==> config.mk <==
export PLATFORM = sky130hd
export DESIGN_NAME = mem_port_arbiter
export DESIGN_NICKNAME = d
export VERILOG_FILES = /design/src/rtl/mem_port_arbiter.sv
export SDC_FILE = /design/constraint.sdc
export NUM_CORES = 1
export LEC_CHECK = 0
export BUFFER_PORTS_ARGS = -buffer_cell sky130_fd_sc_hd__buf_2
export CELL_PAD_IN_SITES_DETAIL_PLACEMENT = 0
export CELL_PAD_IN_SITES_GLOBAL_PLACEMENT = 1
export CORE_ASPECT_RATIO = 1.1
export CORE_UTILIZATION = 18
export DETAILED_ROUTE_END_ITERATION = 8
export PLACE_DENSITY = 0.9
export SKIP_LAST_GASP = 1
export SLEW_MARGIN = 10
export SYNTH_ARGS = -nofsm -noshare
export SYNTH_HDL_FRONTEND = slang
export SYNTH_SLANG_ARGS = --single-unit
==> constraint.sdc <==
create_clock -name clk -period 2.21 [get_ports clk]
set_input_delay 0.1105 -clock clk [delete_from_list [all_inputs] [get_ports clk]]
set_output_delay 0.1105 -clock clk [all_outputs]
set_load 0.01 [all_outputs]
==> src/rtl/mem_port_arbiter.sv <==
// Round-robin arbiter sharing one memory port between instruction fetch (port 0)
// and load/store (port 1), with a per-transaction watchdog.
`ifndef ADDRESS_WIDTH
`define ADDRESS_WIDTH 32
`endif
`ifndef DATA_WIDTH
`define DATA_WIDTH 32
`endif

module mem_port_arbiter #(
  parameter int ADDR_W  = `ADDRESS_WIDTH,
  parameter int DATA_W  = `DATA_WIDTH,
  parameter int TIMEOUT = 64
) (
  input  logic              clk,
  input  logic              reset,
  input  logic              i_req0_addr_valid,
  input  logic [ADDR_W-1:0] i_req0_addr,
  output logic              o_req0_mem_valid,
  output logic [DATA_W-1:0] o_req0_mem_data,
  input  logic              i_req1_addr_valid,
  input  logic [ADDR_W-1:0] i_req1_addr,
  input  logic              i_req1_we,
  input  logic [DATA_W-1:0] i_req1_wdata,
  output logic              o_req1_mem_valid,
  output logic [DATA_W-1:0] o_req1_mem_data,
  output logic              o_mem_addr_valid,
  output logic [ADDR_W-1:0] o_mem_addr,
  output logic              o_mem_we,
  output logic [DATA_W-1:0] o_mem_wdata,
  input  logic              i_mem_valid,
  input  logic [DATA_W-1:0] i_mem_data,
  output logic [1:0]        o_grant,
  output logic              o_timeout
);

  typedef enum logic [1:0] {S_IDLE, S_BUSY, S_RECOVER} state_t;

  localparam logic [7:0] WDOG_LAST = 8'(TIMEOUT - 1);

  state_t      state_q, state_d;
  logic [1:0]  grant_q, grant_d;
  logic        last_q, last_d;   // 1 = port 1 held the most recent grant
  logic [7:0]  wdog_q, wdog_d;
  logic        sel_valid;

  assign sel_valid = grant_q[1] ? i_req1_addr_valid : i_req0_addr_valid;
  assign o_grant   = grant_q;

  always_ff @(posedge clk) begin
    if (reset) begin
      state_q <= S_IDLE;
      grant_q <= 2'b00;
      last_q  <= 1'b1;
      wdog_q  <= 8'd0;
    end else begin
      state_q <= state_d;
      grant_q <= grant_d;
      last_q  <= last_d;
      wdog_q  <= wdog_d;
    end
  end

  always_comb begin
    state_d          = state_q;
    grant_d          = grant_q;
    last_d           = last_q;
    wdog_d           = wdog_q;
    o_mem_addr_valid = 1'b0;
    o_mem_addr       = '0;
    o_mem_we         = 1'b0;
    o_mem_wdata      = '0;
    o_req0_mem_valid = 1'b0;
    o_req0_mem_data  = '0;
    o_req1_mem_valid = 1'b0;
    o_req1_mem_data  = '0;
    o_timeout        = 1'b0;

    case (state_q)
      S_IDLE: begin
        if (i_req0_addr_valid || i_req1_addr_valid) begin
          state_d = S_BUSY;
          wdog_d  = 8'd0;
          if (i_req0_addr_valid && i_req1_addr_valid)
            grant_d = last_q ? 2'b01 : 2'b10;
          else
            grant_d = i_req0_addr_valid ? 2'b01 : 2'b10;
        end
      end

      S_BUSY: begin
        // The memory request follows the granted requester's live valid, so an
        // abort removes it in the same cycle.
        o_mem_addr_valid = sel_valid;
        if (sel_valid) begin
          o_mem_addr = grant_q[1] ? i_req1_addr : i_req0_addr;
          if (grant_q[1]) begin
            o_mem_we    = i_req1_we;
            o_mem_wdata = i_req1_wdata;
          end
        end
        if (i_mem_valid) begin
          o_req0_mem_valid = grant_q[0];
          o_req0_mem_data  = grant_q[0] ? i_mem_data : '0;
          o_req1_mem_valid = grant_q[1];
          o_req1_mem_data  = grant_q[1] ? i_mem_data : '0;
        end

        // A response takes priority over both abort and watchdog expiry.
        if (i_mem_valid) begin
          last_d  = grant_q[1];
          grant_d = 2'b00;
          state_d = S_IDLE;
        end else if (!sel_valid) begin
          last_d  = grant_q[1];
          grant_d = 2'b00;
          state_d = S_RECOVER;
        end else if (wdog_q == WDOG_LAST) begin
          o_timeout = 1'b1;
          last_d    = grant_q[1];
          grant_d   = 2'b00;
          state_d   = S_RECOVER;
        end else begin
          wdog_d = wdog_q + 8'd1;
        end
      end

      S_RECOVER: state_d = S_IDLE;

      default: state_d = S_IDLE;
    endcase
  end

endmodule

Word-level counts from Yosys, hierarchy flattened

Index checks and enable logic that the tools add are counted.

Reductions and logical operators: 8
Mux-type cells: 46
$add $sub $neg: 1
Eq/ne operators: 8

Operators by type and width:

| operator              | count |
|---|---|
| $mux W32              | 12 |
| $mux W8               | 4 |
| $mux W2               | 11 |
| $mux W1               | 16 |
| $pmux W8 S2           | 1 |
| $add A8 B1 Y8 const B | 1 |
| $eq A8 B6 Y1 const B  | 1 |
| $ne A2 B2 Y1 const B  | 4 |
| $pmux W2 S2           | 2 |
| $reduce_and A5 Y1     | 1 |
| $ne A4 B4 Y1 const B  | 1 |
| $reduce_and A2 Y1     | 2 |
| $ne A3 B2 Y1 const B  | 1 |
| $reduce_and A3 Y1     | 1 |
| $eq A2 B1 Y1 const B  | 1 |
| $logic_not A2 Y1      | 1 |
| $reduce_bool A2 Y1    | 1 |
| $logic_and A1 B1 Y1   | 1 |
| $logic_or A1 B1 Y1    | 1 |

Logic and storage cells: 67
Input port bits: 134
Register bits: 13
Output and inout bits: 135

Longest topological paths before layout

Word-level depth: 5
Depth in mapped cells: 5
Gate-level depth less buffers: 5

Least setup slack after synthesis

No wires, ideal clock.

Path type: flip-flop to flip-flop
From: register wdog_q[0]
To: register last_q
Slack: 656 ps
Setup time: 122 ps
Cell stages (with the launch flop): 6
Clock period less this slack: 1,554 ps
Arrival time: 1,432 ps
Cells stage by stage: dfxtp_1 > ha_1 > and3_4 > a211oi_4 > inv_2 > a311o_1

Cells in the longest elaborated chain, start to end: 3

RTL lines:

| item                        | RTL line | source |
|---|---|---|
| start, declared             | 44       | `logic [7:0] wdog_q, wdog_d;` |
| start signal, assigned      | 60       | `wdog_q <= wdog_d;` |
| $eq A8 B6 Y1                | 118      | `end else if (wdog_q == WDOG_LAST) begin` |
| $ne A3 B2 Y1 (no line)      | -        |  |
| $reduce_and A2 Y1 (no line) | -        |  |
| end signal, assigned        | 59       | `last_q <= last_d;` |
| end, declared               | 43       | `logic last_q, last_d;` |

No other way between the ends.
A chain may end at the register's enable or synchronous reset.

Worst setup path after layout

From: register state_q[0]
To: output o_mem_wdata[10]

Cells in the longest elaborated chain, start to end: 2

RTL lines:

| item                   | RTL line | source |
|---|---|---|
| start, declared        | 41       | `state_t state_q, state_d;` |
| start signal, assigned | 57       | `state_q <= state_d;` |
| $eq A2 B1 Y1           | 79       | `case (state_q)` |
| $mux W32               | 79       |  |
| end, declared          | 30       | `output logic [DATA_W-1:0] o_mem_wdata,` |

No other way between the ends.

==> metrics.cfg <==
[status]
status=completed

[global_route]
antenna_found_initial=0
grtUsageTotal_pct=11.7
grt_pass1_vias=2254
grt.met2_usage_pct=21.0
busiest_layer=met2
grt_pass1_wl_mm=10.4
grt_max_degree=35
globalRouteMet1Util_pct=15.0
met3_usage_pct=1.58
gr-total-overflow=0

[floorplan]
start_util_pct=18.5
die_h_um=110
die_w_um=101
core_um2=10400
dieArea_um2=11100
io_pins=269
rows=39

[sta]
finalHoldViolCount=0
fin_crit_sh_pct=87.4
setup_violations=0
clock.fmax_mhz=518
rsz0062_at_grt=false
drv_slew=0
skew_ps=5.00
finalWorstPathRequiredPeriod_ps=1930
totalNegativeSetupSlack_ps=0
worst_slew_pin_slew_ps=540
slew_headroom_pct=64.0

[cts]
cts_tree=built
clkSlewWorstSetupHoldPaths_ps=50
root_buffer=clkbuf_16
htreeDepth=1
clock-sinks=13
clock_path_buffers=2
cts_made_buffers=3
clock_latency_ps=250
post_cts_buffers=0

[synthesis]
ys_seq_area_share_pct=13.5
synthSimpleGateAreaFrac_pct=48.7
ys_ff_latch=13
synth_fa_ha_area_share_pct=0.651
synth_compound_area_share_pct=13.1
synth_xor_area_share_pct=0
synth_cells=259
netlist_area_um2=1920
synth_ff_type=dfxtp_1
synth_async_sr_flop_share_pct=0
synth.area.mux_share_pct=19.1
syn_nets=394
avgSynthCellArea_um2=7.42
synth.distinct_cells=45
yosysWarnings=0
synth_edf_count=0
synth_top_family_by_area=simple AND/OR/NAND/NOR gates

[layout]
area_growth_pct=80.6
diodes=0
drive_above_1_share_pct=56.6
layout.nets=654
final_util_pct=33.4
final_design_area_no_fill_um2=3470

[pwr]
finalPower_mw=1.01
leakage_nw=2.02
peakVddDrop_v=0.000394
power_density_nw_per_um2=292

[worst_setup_path]
critPathSlowestCell=and3_2
slowest_delay_ps=480
cp-start-kind=flop
cp_cell_sequence=and2b_1 > and3_2 > and2_1 > buf_2
arrival_ps=1820
crit_type=reg2out
critPathCaptureType=output port
worstPathMaxFanout=33
required_ps=2100

[drt]
drtAntennaViolNets=0
drt-initial-drc-count=71
vias_per_cell=4.15
drt_pass1_iterations=4
vias=2745
wirelength_mm=7.51
drc=0
wire_per_inst_um=11.4

[placed_design]
routabilityCongestion=0.788
place_area_um2=3390
dp_hpwl_mm=6.25
numPortBuffers=268

[flow_run]
maxCapViolCount=0

[min_path]
hold_path.class=in2reg

synth_stat cells, types with 2 or more instances:
library cell / instances / area, µm²
a32o_1: 2 / 20.0
and3_1: 4 / 25.0
a311oi_1: 4 / 35.0
a21oi_1: 3 / 15.0
dfxtp_1: 13 / 260
mux2i_1: 33 / 330
o21ai_0: 3 / 15.0
inv_1: 2 / 7.51
buf_2: 16 / 80.1
nand2_1: 5 / 18.8
nor2_1: 37 / 139
mux2_2: 2 / 22.5
a31oi_1: 3 / 18.8
nand3_1: 3 / 15.0
a21o_1: 2 / 15.0
and2_1: 98 / 613
worst max-delay path: cells and delay by family, from the launching register on:
| family | cells | cell delay (ps) |
|---|---|---|
| and+or+nand+nor | 3 | 980 |
| DFF | 1 | 460 |
| buffers and inverters | 1 | 130 |
state kept, by name, indices dropped and copies added (netlist names):
| signal | count |
|---|---|
| state_q | 2 |
| last_q | 1 |
| o_grant | 2 |
| wdog_q | 8 |
cells by family (layout without fill, tap and decap cells):
group / after synthesis / count (layout)
muxes: 36 / 36
and+or+nand+nor: 161 / 161
DFF: 13 / 13
AOI/OAI and AO/OA: 28 / 28
adders and majority gates: 1 / 1
buffers and inverters: 20 / 279
timing repair:
| item | in CTS | in global routing |
|---|---|---|
| gates resized for setup | 0 | 1 |
| hold buffers | 0 | 0 |
| hold endpoints to repair | 0 | 0 |
| endpoints found under the setup margin | 0 | 33 |
placed cells by master (no fill, tap or decap), drive strengths merged, types with 2 or more instances in the layout:
cell type | netlist | routed
clkbuf | 1 | 3
a21o | 2 | 2
mux2 | 2 | 2
o21ai | 3 | 3
and3 | 6 | 6
nand2b | 2 | 2
buf | 16 | 272
nor3 | 2 | 2
nand3 | 3 | 3
and2 | 98 | 98
a32o | 2 | 2
or2 | 2 | 2
mux2i | 34 | 34
nand2 | 5 | 5
inv | 3 | 3
a31oi | 3 | 3
a311oi | 4 | 4
nor2 | 37 | 37
a21oi | 4 | 4
dfxtp | 13 | 13
area by class of cell:
cell class,count,area [µm²]
clock buffer,3,75.1
clock inverter,1,5.00
fill,1109,6920
inverter,3,11.3
multi-input combinational,226,1570
sequential,13,262
tap,143,179
timing repair buffer,272,1370
stage by stage:
step           hold WS, ps  instances  worst slack (ps)
3_3_place_gp           455        657               395
2_1_floorplan          189        259               656
4_1_cts                193        661              42.1
3_5_place_dp           450        657               322
5_1_grt                202        661               118
6_report               195        661               279
per-layer routing:
| metal | up-vias | wire, µm |
|---|---|---|
| li1 | 1390 | - |
| met3 | 4 | 469 |
| met4 | 0 | 34 |
| met2 | 148 | 3780 |
| met1 | 1203 | 3230 |
| met5 | - | 0 |
worst paths after layout:
path / startpoint / depth (start not counted) / to / slack, ps
setup / recovery: state_q[0] / 4 / o_mem_wdata[10] / 280
hold / removal: i_mem_valid / 2 / state_q[1] / 190
setup reg to reg: wdog_q[0] / 5 / last_q / 530
hold reg to reg: o_grant[0] / 1 / o_grant[0] / 500
where the power goes:
group          switching [mW]  internal (mW)  leakage (nW)
combinational           0.196          0.206          1.88
clock                   0.113          0.242        0.0409
sequential             0.0119          0.244         0.106
(Power assumes the default switching activity.)
